<file path="config.mk">
export PLATFORM = sky130hd
export DESIGN_NAME = uart_host_bridge
export DESIGN_NICKNAME = d
export VERILOG_FILES = /design/src/rtl/uart_host_bridge_pkg.sv /design/src/rtl/sync_fifo.sv /design/src/rtl/uart_host_bridge.sv
export SDC_FILE = /design/constraint.sdc
export NUM_CORES = 1
export LEC_CHECK = 0
export ABC_CLOCK_PERIOD_IN_PS = 5200
export CAP_MARGIN = 20
export CORE_MARGIN = 2
export CORE_UTILIZATION = 64
export CTS_CLUSTER_DIAMETER = 80
export CTS_CLUSTER_SIZE = 14
export DETAILED_ROUTE_END_ITERATION = 12
export MAX_ROUTING_LAYER = met4
export PLACE_DENSITY = 0.92
export SLEW_MARGIN = 20
export SYNTH_ARGS = -nofsm -noshare
export SYNTH_HDL_FRONTEND = slang
export SYNTH_HIERARCHICAL = 1
export SYNTH_SLANG_ARGS = --single-unit
export TNS_END_PERCENT = 100
</file>
<file path="constraint.sdc">
create_clock -name clk -period 5.2 [get_ports clk]
set_input_delay 1.04 -clock clk [delete_from_list [all_inputs] [get_ports clk]]
set_output_delay 1.04 -clock clk [all_outputs]
set_load 0.005 [all_outputs]
</file>
<file path="src/rtl/uart_host_bridge_pkg.sv">
// Shared constants for the UART host bridge: register addresses, status and
// control bit positions, and the TX launch FSM encoding.
package uart_host_bridge_pkg;

   // Register map
   localparam logic ADDR_STATUS = 1'b0;
   localparam logic ADDR_DATA   = 1'b1;

   // Status register bit positions
   localparam int unsigned STAT_RDRF = 0;
   localparam int unsigned STAT_TDRE = 1;
   localparam int unsigned STAT_OVR  = 2;
   localparam int unsigned STAT_FE   = 3;
   localparam int unsigned STAT_BUSY = 4;
   localparam int unsigned STAT_IRQ  = 7;

   // Control register bit positions
   localparam int unsigned CTRL_RXIE = 0;
   localparam int unsigned CTRL_TXIE = 1;
   localparam int unsigned CTRL_LOOP = 2;
   localparam int unsigned CTRL_CLR  = 7;

   // TX launch FSM encodings, kept bit-compatible with the legacy design
   localparam logic [1:0] TX_ST_IDLE      = 2'd0;
   localparam logic [1:0] TX_ST_LAUNCH    = 2'd1;
   localparam logic [1:0] TX_ST_WAIT_BUSY = 2'd2;
   localparam logic [1:0] TX_ST_WAIT_DONE = 2'd3;

   typedef enum logic [1:0] {
      TX_IDLE      = TX_ST_IDLE,
      TX_LAUNCH    = TX_ST_LAUNCH,
      TX_WAIT_BUSY = TX_ST_WAIT_BUSY,
      TX_WAIT_DONE = TX_ST_WAIT_DONE
   } tx_state_e;

endpackage

</file>
<file path="src/rtl/sync_fifo.sv">
// Synchronous FIFO, power-of-two depth. A push on a full FIFO is accepted
// only when a pop happens in the same cycle; pops on an empty FIFO are ignored.
module sync_fifo #(
   parameter int unsigned WIDTH = 8,
   parameter int unsigned DEPTH = 4
) (
   input  logic                     clk,
   input  logic                     rst,
   input  logic                     push,
   input  logic                     pop,
   input  logic [WIDTH-1:0]         wdata,
   output logic [WIDTH-1:0]         rdata,
   output logic                     full,
   output logic                     empty,
   output logic [$clog2(DEPTH):0]   count
);

   localparam int unsigned AW = $clog2(DEPTH);

   logic [WIDTH-1:0] mem_q [DEPTH];
   logic [AW-1:0]    wr_ptr_q, wr_ptr_d;
   logic [AW-1:0]    rd_ptr_q, rd_ptr_d;
   logic [AW:0]      count_q, count_d;
   logic             do_push, do_pop;

   assign full  = (count_q == (AW+1)'(DEPTH));
   assign empty = (count_q == '0);
   assign count = count_q;
   assign rdata = mem_q[rd_ptr_q];

   // Accept/reject decisions and next pointer/count values
   always_comb begin
      do_pop   = pop & ~empty;
      do_push  = push & (~full | do_pop);
      wr_ptr_d = do_push ? wr_ptr_q + AW'(1) : wr_ptr_q;
      rd_ptr_d = do_pop  ? rd_ptr_q + AW'(1) : rd_ptr_q;
      count_d  = count_q;
      if (do_push && !do_pop) begin
         count_d = count_q + (AW+1)'(1);
      end else if (do_pop && !do_push) begin
         count_d = count_q - (AW+1)'(1);
      end
   end

   // Storage array; contents need no reset because count gates visibility
   always_ff @(posedge clk) begin
      if (do_push) begin
         mem_q[wr_ptr_q] <= wdata;
      end
   end

   // Pointer and occupancy registers
   always_ff @(posedge clk) begin
      if (rst) begin
         wr_ptr_q <= '0;
         rd_ptr_q <= '0;
         count_q  <= '0;
      end else begin
         wr_ptr_q <= wr_ptr_d;
         rd_ptr_q <= rd_ptr_d;
         count_q  <= count_d;
      end
   end

endmodule

</file>
<file path="src/rtl/uart_host_bridge.sv">
// Register-mapped host front end for the 8-bit UART byte interface.
// RX/TX FIFOs, launch FSM, sticky OVR/FE flags, status register and irq.
// Optional loopback (control bit2) built only with UART_HOST_BRIDGE_LOOPBACK_EN.
module uart_host_bridge
   import uart_host_bridge_pkg::*;
#(
   parameter int unsigned RX_DEPTH = 16,
   parameter int unsigned TX_DEPTH = 4
) (
   input  logic       clk,
   input  logic       rst,
   input  logic       cs,
   input  logic       we,
   input  logic       addr,
   input  logic [7:0] wdata,
   output logic [7:0] rdata,
   output logic       irq,
   output logic       uart_transmit,
   output logic [7:0] uart_tx_byte,
   input  logic       uart_is_transmitting,
   input  logic       uart_received,
   input  logic [7:0] uart_rx_byte,
   input  logic       uart_recv_error
);

   localparam int unsigned RX_CW = $clog2(RX_DEPTH) + 1;
   localparam int unsigned TX_CW = $clog2(TX_DEPTH) + 1;

   logic             rd_stat, rd_data, wr_ctrl, wr_data;
   logic             rx_push, rx_pop, rx_full, rx_empty;
   logic [7:0]       rx_din, rx_head;
   logic [RX_CW-1:0] rx_count;
   logic             tx_pop, tx_full, tx_empty;
   logic [7:0]       tx_head;
   logic [TX_CW-1:0] tx_count;
   logic             loop_en, loop_push, ovr_set, clr, busy;
   logic [7:0]       status;

   tx_state_e  state_q, state_d;
   logic [7:0] tx_byte_q, tx_byte_d;
   logic [7:0] rdata_q, rdata_d;
   logic       irq_q, irq_d;
   logic       rxie_q, rxie_d, txie_q, txie_d;
   logic       ovr_q, ovr_d, fe_q, fe_d;

   assign rd_stat = cs & ~we & (addr == ADDR_STATUS);
   assign rd_data = cs & ~we & (addr == ADDR_DATA);
   assign wr_ctrl = cs &  we & (addr == ADDR_STATUS);
   assign wr_data = cs &  we & (addr == ADDR_DATA);

`ifdef UART_HOST_BRIDGE_LOOPBACK_EN
   logic loop_q, loop_d;

   // Loopback enable is a stored control bit
   always_comb begin
      loop_d = wr_ctrl ? wdata[CTRL_LOOP] : loop_q;
   end

   // Loopback enable register
   always_ff @(posedge clk) begin
      if (rst) begin
         loop_q <= 1'b0;
      end else begin
         loop_q <= loop_d;
      end
   end

   assign loop_en = loop_q;
`else
   assign loop_en = 1'b0;
`endif

   sync_fifo #(.WIDTH(8), .DEPTH(RX_DEPTH)) u_rx_fifo (
      .clk   (clk),
      .rst   (rst),
      .push  (rx_push),
      .pop   (rx_pop),
      .wdata (rx_din),
      .rdata (rx_head),
      .full  (rx_full),
      .empty (rx_empty),
      .count (rx_count)
   );

   sync_fifo #(.WIDTH(8), .DEPTH(TX_DEPTH)) u_tx_fifo (
      .clk   (clk),
      .rst   (rst),
      .push  (wr_data),
      .pop   (tx_pop),
      .wdata (wdata),
      .rdata (tx_head),
      .full  (tx_full),
      .empty (tx_empty),
      .count (tx_count)
   );

   // TX launch FSM: one UART frame per popped byte, or direct RX push in loopback
   always_comb begin
      state_d   = state_q;
      tx_byte_d = tx_byte_q;
      tx_pop    = 1'b0;
      loop_push = 1'b0;
      case (state_q)
         TX_IDLE: begin
            if (!tx_empty) begin
               if (loop_en) begin
                  tx_pop    = 1'b1;
                  loop_push = 1'b1;
               end else if (!uart_is_transmitting) begin
                  tx_pop    = 1'b1;
                  tx_byte_d = tx_head;
                  state_d   = TX_LAUNCH;
               end
            end
         end
         TX_LAUNCH:    state_d = TX_WAIT_BUSY;
         TX_WAIT_BUSY: if (uart_is_transmitting)  state_d = TX_WAIT_DONE;
         TX_WAIT_DONE: if (!uart_is_transmitting) state_d = TX_IDLE;
         default:      state_d = TX_IDLE;
      endcase
   end

   // RX push source selection and overrun detection; the FIFO itself drops
   // a push on full unless the host pops in the same cycle
   always_comb begin
      rx_push = loop_push | (uart_received & ~loop_en);
      rx_din  = loop_push ? tx_head : uart_rx_byte;
      rx_pop  = rd_data & ~rx_empty;
      ovr_set = rx_push & rx_full & ~rx_pop;
   end

   // Control register, sticky flags (set beats clear), status, irq and read data
   always_comb begin
      clr    = wr_ctrl & wdata[CTRL_CLR];
      rxie_d = wr_ctrl ? wdata[CTRL_RXIE] : rxie_q;
      txie_d = wr_ctrl ? wdata[CTRL_TXIE] : txie_q;
      ovr_d  = ovr_set | (ovr_q & ~clr);
      fe_d   = uart_recv_error | (fe_q & ~clr);
      busy   = ~tx_empty | (state_q != TX_IDLE) | uart_is_transmitting;

      status            = '0;
      status[STAT_RDRF] = ~rx_empty;
      status[STAT_TDRE] = ~tx_full;
      status[STAT_OVR]  = ovr_q;
      status[STAT_FE]   = fe_q;
      status[STAT_BUSY] = busy;
      status[STAT_IRQ]  = irq_q;

      irq_d = (rxie_q & (~rx_empty | ovr_q | fe_q)) |
              (txie_q & tx_empty & (state_q == TX_IDLE) & ~uart_is_transmitting);

      rdata_d = rdata_q;
      if (rd_stat) begin
         rdata_d = status;
      end else if (rd_data) begin
         rdata_d = rx_empty ? 8'h00 : rx_head;
      end
   end

   // State registers
   always_ff @(posedge clk) begin
      if (rst) begin
         state_q   <= TX_IDLE;
         tx_byte_q <= '0;
         rdata_q   <= '0;
         irq_q     <= 1'b0;
         rxie_q    <= 1'b0;
         txie_q    <= 1'b0;
         ovr_q     <= 1'b0;
         fe_q      <= 1'b0;
      end else begin
         state_q   <= state_d;
         tx_byte_q <= tx_byte_d;
         rdata_q   <= rdata_d;
         irq_q     <= irq_d;
         rxie_q    <= rxie_d;
         txie_q    <= txie_d;
         ovr_q     <= ovr_d;
         fe_q      <= fe_d;
      end
   end

   // FIFO occupancy can never exceed its depth
   assert property (@(posedge clk) disable iff (rst)
      (rx_count <= RX_CW'(RX_DEPTH)) && (tx_count <= TX_CW'(TX_DEPTH)));

   assign rdata         = rdata_q;
   assign irq           = irq_q;
   assign uart_transmit = (state_q == TX_LAUNCH);
   assign uart_tx_byte  = tx_byte_q;

endmodule

</file>
-- Yosys cells after proc, flatten, opt, wreduce, memory -nomap -nowiden
Memory sizes are Yosys's and may differ from the RTL's. A register that Yosys moved wholly into a read port is not among the register bits.
Index checks and enable logic that the tools add are counted.
- reductions and logical operators: 18
- mux-type cells: 21
- bitwise gates (word level): 38
- eq/ne operators: 9
- $add $sub $neg: 8
- operators by type and width (kind ; number):
    $mux 8 ; 3
    $and 1x1->1 ; 20
    $mux 5 ; 2
    $not 1->1 ; 9
    $or 1x1->1 ; 9
    $add 4x1->4 const B ; 2
    $mux 2 ; 4
    $mux 4 ; 2
    $ne 2x2->1 const B ; 4
    $pmux 2 s4 ; 1
    $reduce_bool 2->1 ; 4
    $mux 1 ; 7
    $mux 3 ; 2
    $add 5x1->5 const B ; 1
    $eq 5x5->1 const B ; 1
    $logic_not 5->1 ; 1
    $sub 5x1->5 const B ; 1
    $add 2x1->2 const B ; 2
    $eq 2x2->1 const B ; 2
    $logic_and 1x1->1 ; 4
    $logic_not 1->1 ; 4
    $reduce_and 4->1 ; 1
    $add 3x1->3 const B ; 1
    $eq 3x3->1 const B ; 1
    other kinds (6) ; 6
- memories: 2
- register bits: 35
- bits in writable memories: 160
- logic and storage cells: 110
- memories (memory ; depth ; width ; rd ports ; clocked after Yosys merged registers in ; write ports ; line ; text):
    u_rx_fifo.mem_q ; 16 ; 8 ; 1 ; 1 ; 1 ; sync_fifo.sv:20 ; logic [WIDTH-1:0] mem_q [DEPTH];
    u_tx_fifo.mem_q ; 4 ; 8 ; 1 ; 1 ; 1 ; sync_fifo.sv:20 ;

-- Longest topological paths before layout
Gate-level depths: netlist (run 1).
- depth in word-level cells: 11
- depth in mapped cells: 13

-- By module
Netlist (run 1), hierarchy kept.
- by module, submodules not included (module ; seq. area each (um^2) ; times used ; cells an instance ; area each (um^2)):
    sync_fifo (u_rx_fifo) ; 4184.0 ; 1 ; 311 ; 5771.8
    sync_fifo (u_tx_fifo) ; 1141.1 ; 1 ; 90 ; 1632.8
    uart_host_bridge ; 460.4 ; 1 ; 105 ; 1023.5

-- Worst setup path after synthesis (run 1)
OpenSTA, ideal clock, no wires.
- kind: register -> register
- start: register u_rx_fifo.count_q[0] (netlist: u_rx_fifo/count[0])
- end: register u_rx_fifo.count_q[4] (netlist: u_rx_fifo/count[4])
- arrival: 3216 ps
- cell stages (with the launch flop): 14
- setup slack: 1863 ps
- path through: dfxtp_1 or4_4 buf_6 nor2_1 and4bb_2 o31ai_4 inv_1 ha_1 inv_1 ha_1 a21oi_1 a211oi_1 a31oi_1 mux2_2
- longest elaborated chain between the ends: 9
- RTL lines (item ; line ; text):
    start: declaration ; sync_fifo.sv:23 ; logic [AW:0] count_q, count_d;
    start signal: assignment ; sync_fifo.sv:61 ; count_q <= count_d;
    $logic_not 5->1 (*) ; sync_fifo.sv:27 ; assign empty = (count_q == '0);
    via rx_empty ; uart_host_bridge.sv:30 ; logic rx_push, rx_pop, rx_full, rx_empty;
    $not 1->1 (*) ; uart_host_bridge.sv:128 ; rx_pop = rd_data & ~rx_empty;
    $and 1x1->1 (*) ; uart_host_bridge.sv:128 ;
    via rx_pop ; uart_host_bridge.sv:30 ;
    $and 1x1->1 (*) ; sync_fifo.sv:33 ; do_pop = pop & ~empty;
    $or 1x1->1 (*) ; sync_fifo.sv:34 ; do_push = push & (~full | do_pop);
    $and 1x1->1 (*) ; sync_fifo.sv:34 ;
    via u_rx_fifo.do_push ; sync_fifo.sv:24 ; logic do_push, do_pop;
    $logic_not 1->1 ; sync_fifo.sv:40 ; end else if (do_pop && !do_push) begin
    $logic_and 1x1->1 ; sync_fifo.sv:40 ;
    $reduce_bool 2->1 (no line) ; - ;
Mark *: on every way through the listed nets, which the timed path passes. The rest lies on a longest branch. The select of a mux whose other input is x is not followed.
A chain may end at the register's enable or synchronous reset.

-- Final worst setup path (run 1)
- start: register u_rx_fifo.count_q[0] (netlist: u_rx_fifo/count[0])
- end: register u_rx_fifo.count_q[3] (netlist: u_rx_fifo/count[3])
Same word-level chain as after synthesis.

==> results of run 1 <==
-- worst min-delay path, cell delays in order (launching register included) --
cell,delay [ns]
dfxtp_1,0.32
nand2_1,0.05
a21oi_1,0.07
-- Yosys cell counts (4+ instances only) --
| master | instances |
|---|---|
| ha_1 | 19 |
| nor2_1 | 56 |
| dfxtp_1 | 49 |
| a22oi_1 | 18 |
| mux2i_1 | 15 |
| clkbuf_1 | 13 |
| edfxtp_1 | 160 |
| inv_1 | 13 |
| o211ai_1 | 4 |
| nor3_1 | 9 |
| a21oi_1 | 10 |
| mux4_2 | 40 |
| xor2_1 | 9 |
| nand2_1 | 14 |
| and2_2 | 4 |
| nor2b_1 | 5 |
| nand2b_1 | 7 |
| buf_2 | 4 |
-- flip-flops by register name (all words and copies together), names as in the netlist, named ones only --
| signal | flops |
|---|---|
| uart_tx_byte | 8 |
| u_tx_fifo/count | 3 |
| u_rx_fifo/count | 5 |
| u_rx_fifo/rd_ptr_q | 4 |
| u_tx_fifo/wr_ptr_q | 2 |
| u_tx_fifo/rd_ptr_q | 2 |
| txie_q | 1 |
| state_q | 2 |
| fe_q | 1 |
| u_rx_fifo/wr_ptr_q | 4 |
| u_rx_fifo/mem_q | 128 |
| u_tx_fifo/mem_q | 32 |
| rxie_q | 1 |
| rdata | 8 |
| irq | 1 |
| ovr_q | 1 |
-- power groups by stage --
stage | sequential [W] | clock, W | combinational [W]
floorplan | 0.00197 | 0 | 0.000484
global placement | 0.00198 | 0 | 0.000610
detailed placement | 0.00199 | 0 | 0.000648
CTS | 0.00196 | 0.00124 | 0.000668
global route | 0.00197 | 0.00130 | 0.000729
finish | 0.00196 | 0.00122 | 0.000675
-- path summary, 6_finish.rpt --
check / start / end / slack [ns] / depth (start not counted)
setup / recovery: u_rx_fifo/count[0] / u_rx_fifo/count[3] / 1.42 / 12
hold / removal: rdata[4] / rdata[4] / 0.49 / 2
setup reg to reg: u_rx_fifo/count[0] / u_rx_fifo/count[3] / 1.42 / 12
hold reg to reg: rdata[4] / rdata[4] / 0.49 / 2
-- logic make-up (layout without fill, tap and decap cells) --
group | Yosys count | in the layout
AOI/OAI and AO/OA | 52 | 52
xor gates and xnor gates | 11 | 11
adders and majority gates | 21 | 21
buffers and inverters | 36 | 92
DFF | 209 | 209
muxes | 58 | 58
and+or+nand+nor | 119 | 119
-- final cells by class --
cell class                 count  area share
inverter                      13     0.00513
multi-input combinational    261       0.262
sequential                   209       0.608
tap                          172      0.0226
timing repair buffer          47      0.0473
clock buffer                  32      0.0551
-- layer usage --
layer / part of all wire / track usage / vias up
met5: 0 / - / -
met4: 0.036 / 0.115 / 0
met3: 0.071 / 0.0357 / 53
met2: 0.52 / 0.436 / 270
met1: 0.37 / 0.327 / 2332
li1: - / - / 2044
-- through the flow --
stage                util  hold slack [ns]  worst slack [ns]  instances
finish              0.748            0.490              1.42        734
global route        0.748            0.510              1.25        734
CTS                 0.748            0.488              1.46        734
detailed placement  0.707            0.461              1.22        702
global placement    0.707            0.455              1.35        702
floorplan               -            0.444              1.86        506
==> reports/qor.yml, run 1 <==
outcome: "completed"
final-hold-violation-count: 0
synth_edf_count: 160
crit_chain: "or4_4 > nor2_1 > and4bb_2 > o31ai_4 > inv_1 > ha_1 > inv_1 > ha_1 > a21o_1 > a21oi_1 > nor4_1 > or3_1"
io_pins: 42
final_cell_mix: "edfxtp_1, nor2_1, dfxtp_1"
syn-num-nets: 551
yosysWarnings: 6
nFillCells: 727
setup_viol: 0
synth.avg_cell_area_sq_um: 16.7
synth_adder_area_share: 0.0330
rows: 41
chipHeight_um: 119
wl_per_cell_um: 23.3
post_cts_buffers: 0
cts_hold_buffers: 0
slew_headroom: 0.344
crit_family: "simple AND/OR/NAND/NOR gates"
maxCapViolCount: 0
fmax_mhz: 265
synth-simple-area-share: 0.0726
cp_num_buf_inv: 2
diodes: 0
combPwrFrac: 0.175
syn2layout_area_growth_pct: 12.9
route.detailed.drc: 0
synthDistinctLibCells: 56
fin_skew_ns: 0.0102
seq_area_frac_synth: 0.686
async_flop_share: 0
cts_tree: "built"
grt_max_degree: 52
setup_tns_ns: 0
worstPathMaxFanout: 9
drive_gt1_frac: 0.158
multiInputGateArea_sq_mm: 0.00249
p_leak_nw: 3.15
rsz0062_at_grt: "no"
worst_setup_path_end_kind: "flop"
dpl-instance-area_sq_mm: 0.00899
hpwl_mm: 10.6
antenna_found_initial: 0
finalCriticalPeriod_ns: 3.78
worst-slew-pin-transition_ns: 0.977
place_congestion: 0.851
dieWidth_um: 119
peakVddDrop_mv: 0.313
synth.top_cell.area_share: 0.570
cpPeakStageDelay_ns: 0.63
yosys-mux-area-fraction: 0.130
grt_usage: 0.263
power.internal_w: 0.00287
critPathLaunchType: "flop"
syn_area_sq_mm: 0.00843
ys_ff_latch: 209
p_sw_w: 0.000981
p_sw_frac: 0.255
fin_crit_sh: 0.727
dieArea_sq_mm: 0.0141
root_buffer: "clkbuf_16"
grt_pass1_wl_mm: 27.1
cp.arrival_ns: 4.14
firstDrtPassIters: 5
insertion_delay_ns: 0.49
slowest_stage: "or4_4"
crit_type: "reg -> reg"
layout.cells.most_common: "edfxtp_1"
p_per_area_mw_per_mm2: 405
fin_nets: 595
ctsResizeCount: 0
clk_pin_slew_worst_paths_ns: 0.06
synthCells: 506
ctsLongestPathBuffers: 3
register_area_sq_mm: 0.00579
slew_violations: 0
drt_wl_total_mm: 17.1
p_seq_frac: 0.508
drtIter0Drc: 485
grt_pass1_vias: 4880
cts_made_buffers: 18
initial_core_util: 0.662
hp-class: "reg -> reg"
synth_compound_area_frac: 0.0488
power.total_w: 0.00385
cp_data_required_time_ns: 5.56
synth_top_family_by_area: "multiplexers"
clock_power_share: 0.316
yosys-top-cells-area: "edfxtp_1, dfxtp_1, mux4_2"
yosys.area.top_type: "edfxtp_1"
synth_xor_area_frac: 0.0114
via_per_inst: 6.40
port_buffers: 41
antenna_left: 0
vias: 4699
cts.sinks: 209
stdcell_area_sq_mm: 0.00952
core_region_area_sq_mm: 0.0127
overflow: 0
h-tree-depth: 1
synth_flop_cell: "edfxtp_1"
(Power assumes the default switching activity.)
==> run 2: changes to the inputs <==
--- a/config.mk
+++ b/config.mk
@@ -5,15 +5,15 @@
 export SDC_FILE = /design/constraint.sdc
 export NUM_CORES = 1
 export LEC_CHECK = 0
-export ABC_CLOCK_PERIOD_IN_PS = 5200
+export ABC_CLOCK_PERIOD_IN_PS = 3900
 export CAP_MARGIN = 20
 export CORE_MARGIN = 2
-export CORE_UTILIZATION = 64
+export CORE_UTILIZATION = 60
 export CTS_CLUSTER_DIAMETER = 80
 export CTS_CLUSTER_SIZE = 14
 export DETAILED_ROUTE_END_ITERATION = 12
 export MAX_ROUTING_LAYER = met4
-export PLACE_DENSITY = 0.92
+export PLACE_DENSITY = 0.88
 export SLEW_MARGIN = 20
 export SYNTH_ARGS = -nofsm -noshare
 export SYNTH_HDL_FRONTEND = slang
==> constraint.sdc (replaced) <==
create_clock -name clk -period 3.9 [get_ports clk]
set_input_delay 0.78 -clock clk [delete_from_list [all_inputs] [get_ports clk]]
set_output_delay 0.78 -clock clk [all_outputs]
set_load 0.005 [all_outputs]
==> run 2 against run 1 <==
Effect of this change: total power rose by 33%; clock power rose by 32%; setup slack got worse by 1.1 ns; via count fell by 0.66%; non-clock buffer count rose by 9; critical path depth did not move; sequential power rose by 34%; register-to-register slack got worse by 1.1 ns; die area rose by 6.4%; global-route usage fell by 2.5 points; sequential cell count did not move; clock skew rose by 0.0046 ns; critical path type unchanged.
==> reports/qor.yml, run 2 (synthesis gave the netlist of run 1 again) <==
dieArea_sq_mm: 0.0150  # +6.4%
slew_headroom: 0.394  # +0.0499
setup_viol: 0  # unchanged
dieWidth_um: 123  # +3.2%
syn2layout_area_growth_pct: 14.0
cts_tree: "built"
p_leak_nw: 3.21  # +1.9%
chipHeight_um: 123  # +3.2%
post_cts_buffers: 0  # unchanged
dpl-instance-area_sq_mm: 0.00907  # +0.85%
insertion_delay_ns: 0.48  # about the same
largest_reg_flops: 128  # unchanged
overflow: 0  # unchanged
vias: 4668  # -0.66%
outcome: "completed"
wl_per_cell_um: 22.1  # -4.8%
stdcell_area_sq_mm: 0.00960  # +0.92%
clock_power_share: 0.315  # about the same
p_sw_w: 0.00132  # +34%
place_congestion: 0.903  # +6.1%
via_per_inst: 6.22  # -2.9%
utilization: 0.695  # -0.0534
crit_type: "reg -> reg"
cp_num_buf_inv: 2  # unchanged
rows: 43  # +4.9%
power.internal_w: 0.00379  # +32%
antenna_found_initial: 0  # unchanged
combPwrFrac: 0.172  # -0.003
rsz0062_at_grt: "no"
clk_pin_slew_worst_paths_ns: 0.07  # about the same
worstPathMaxFanout: 8  # -1
ctsResizeCount: 0  # unchanged
p_per_area_mw_per_mm2: 532  # +31%
cts_hold_buffers: 0  # unchanged
final-hold-violation-count: 0  # unchanged
maxCapViolCount: 0  # unchanged
antenna_left: 0  # unchanged
fmax_mhz: 277  # +4.7%
drt_wl_total_mm: 16.6  # -2.6%
cts.sinks: 209  # unchanged
h-tree-depth: 1  # unchanged
critPathLaunchType: "flop"
p_sw_frac: 0.258  # +0.00286
fin_skew_ns: 0.0149  # +0.00465 ns
layout.cells.most_common: "edfxtp_1"
fin_nets: 604  # +1.5%
cp.arrival_ns: 3.98  # -0.16 ns
slew_violations: 0  # unchanged
grt_pass1_vias: 4701  # -3.7%
final_cell_mix: "edfxtp_1, nor2_1, dfxtp_1"
grt_max_degree: 52  # unchanged
route.detailed.drc: 0  # unchanged
drtIter0Drc: 544  # +12%
crit_family: "simple AND/OR/NAND/NOR gates"
worst_setup_path_end_kind: "flop"
fin_crit_sh: 0.926  # +0.199
ctsLongestPathBuffers: 3  # unchanged
root_buffer: "clkbuf_16"
diodes: 0  # unchanged
setup_tns_ns: 0  # unchanged
slowest_stage: "or4_4"
initial_core_util: 0.610  # -0.0529
worst-slew-pin-transition_ns: 0.910  # -0.0673 ns
firstDrtPassIters: 6  # +1
grt_pass1_wl_mm: 25.8  # -4.6%
p_seq_frac: 0.513  # +0.005
hpwl_mm: 11.0  # +3.8%
finalCriticalPeriod_ns: 3.61  # -0.171 ns
port_buffers: 41  # unchanged
crit_chain: "or4_4 > nor2_1 > and4bb_2 > o31ai_4 > inv_1 > ha_1 > inv_1 > ha_1 > a21oi_1 > a211oi_1 > a31oi_1 > mux2_2"
cp_data_required_time_ns: 4.27  # -1.29 ns
core_region_area_sq_mm: 0.0138  # +8.7%
grt_usage: 0.238  # -0.0250
cts_made_buffers: 18  # unchanged
io_pins: 42  # unchanged
cpPeakStageDelay_ns: 0.65  # +0.02 ns
hp-class: "reg -> reg"
drive_gt1_frac: 0.177  # +0.0185
largest_register: "u_rx_fifo/mem_q"
reg_top3: "u_rx_fifo/mem_q x128, u_tx_fifo/mem_q x32"
peakVddDrop_mv: 0.402  # +29%
run 2: cell types whose count changed in the layout (fill, tap and decap cells not counted), sizes merged:
cell	previous run	this run
buf	7	16
clkbuf	32	31
clkinv	0	1
run 2: final cells by class:
cell class	count	area, sq um
Fill cell	871	4220
Clock inverter	1	16.3
Inverter	13	48.8
Clock buffer	31	499
Timing Repair Buffer	56	518
Tap cell	180	225
Multi-Input combinational cell	261	2510
Sequential cell	209	5790
run 2: worst register-to-register path, stage by stage, from the launching register on:
cell and delay (ns):
dfxtp_1 0.36, or4_4 0.65, nor2_1 0.28, and4bb_2 0.32, o31ai_4 0.33, inv_1 0.08, ha_1 0.21, inv_1 0.16
ha_1 0.31, a21oi_1 0.19, a211oi_1 0.10, a31oi_1 0.17, mux2_2 0.34
run 2: power groups by stage:
stage	clock [W]	combinational, W	sequential (W)
floorplan	0	0.000645	0.00262
global placement	0	0.000811	0.00266
detailed placement	0	0.000859	0.00267
CTS	0.00164	0.000867	0.00262
global route	0.00172	0.000948	0.00264
finish	0.00161	0.000880	0.00262
run 2: worst paths after layout:
kind,endpoint,slack (ns),depth (start not counted),from
max,u_rx_fifo/count[4],0.29,12,u_rx_fifo/count[0]
min,rdata[4],0.47,2,rdata[4]
max reg2reg,u_rx_fifo/count[4],0.29,12,u_rx_fifo/count[0]
min reg2reg,rdata[4],0.47,2,rdata[4]
run 2: metrics by stage:
| stage | power [W] | setup WS (ns) | std cells | hold WS (ns) |
|---|---|---|---|---|
| after floorplan | 0.00327 | 0.563 | 506 | 0.444 |
| after global placement | 0.00347 | 0.383 | 719 | 0.446 |
| after detailed placement | 0.00353 | 0.291 | 719 | 0.460 |
| after CTS | 0.00513 | 0.320 | 751 | 0.469 |
| after global routing | 0.00532 | 0.0901 | 751 | 0.486 |
| final | 0.00511 | 0.290 | 751 | 0.469 |
run 2: per-layer routing:
layer  global-route usage  share of wire
met4               0.0675          0.029
met1                0.319           0.41
met3               0.0288          0.068
met5                    -              0
met2                0.390           0.50
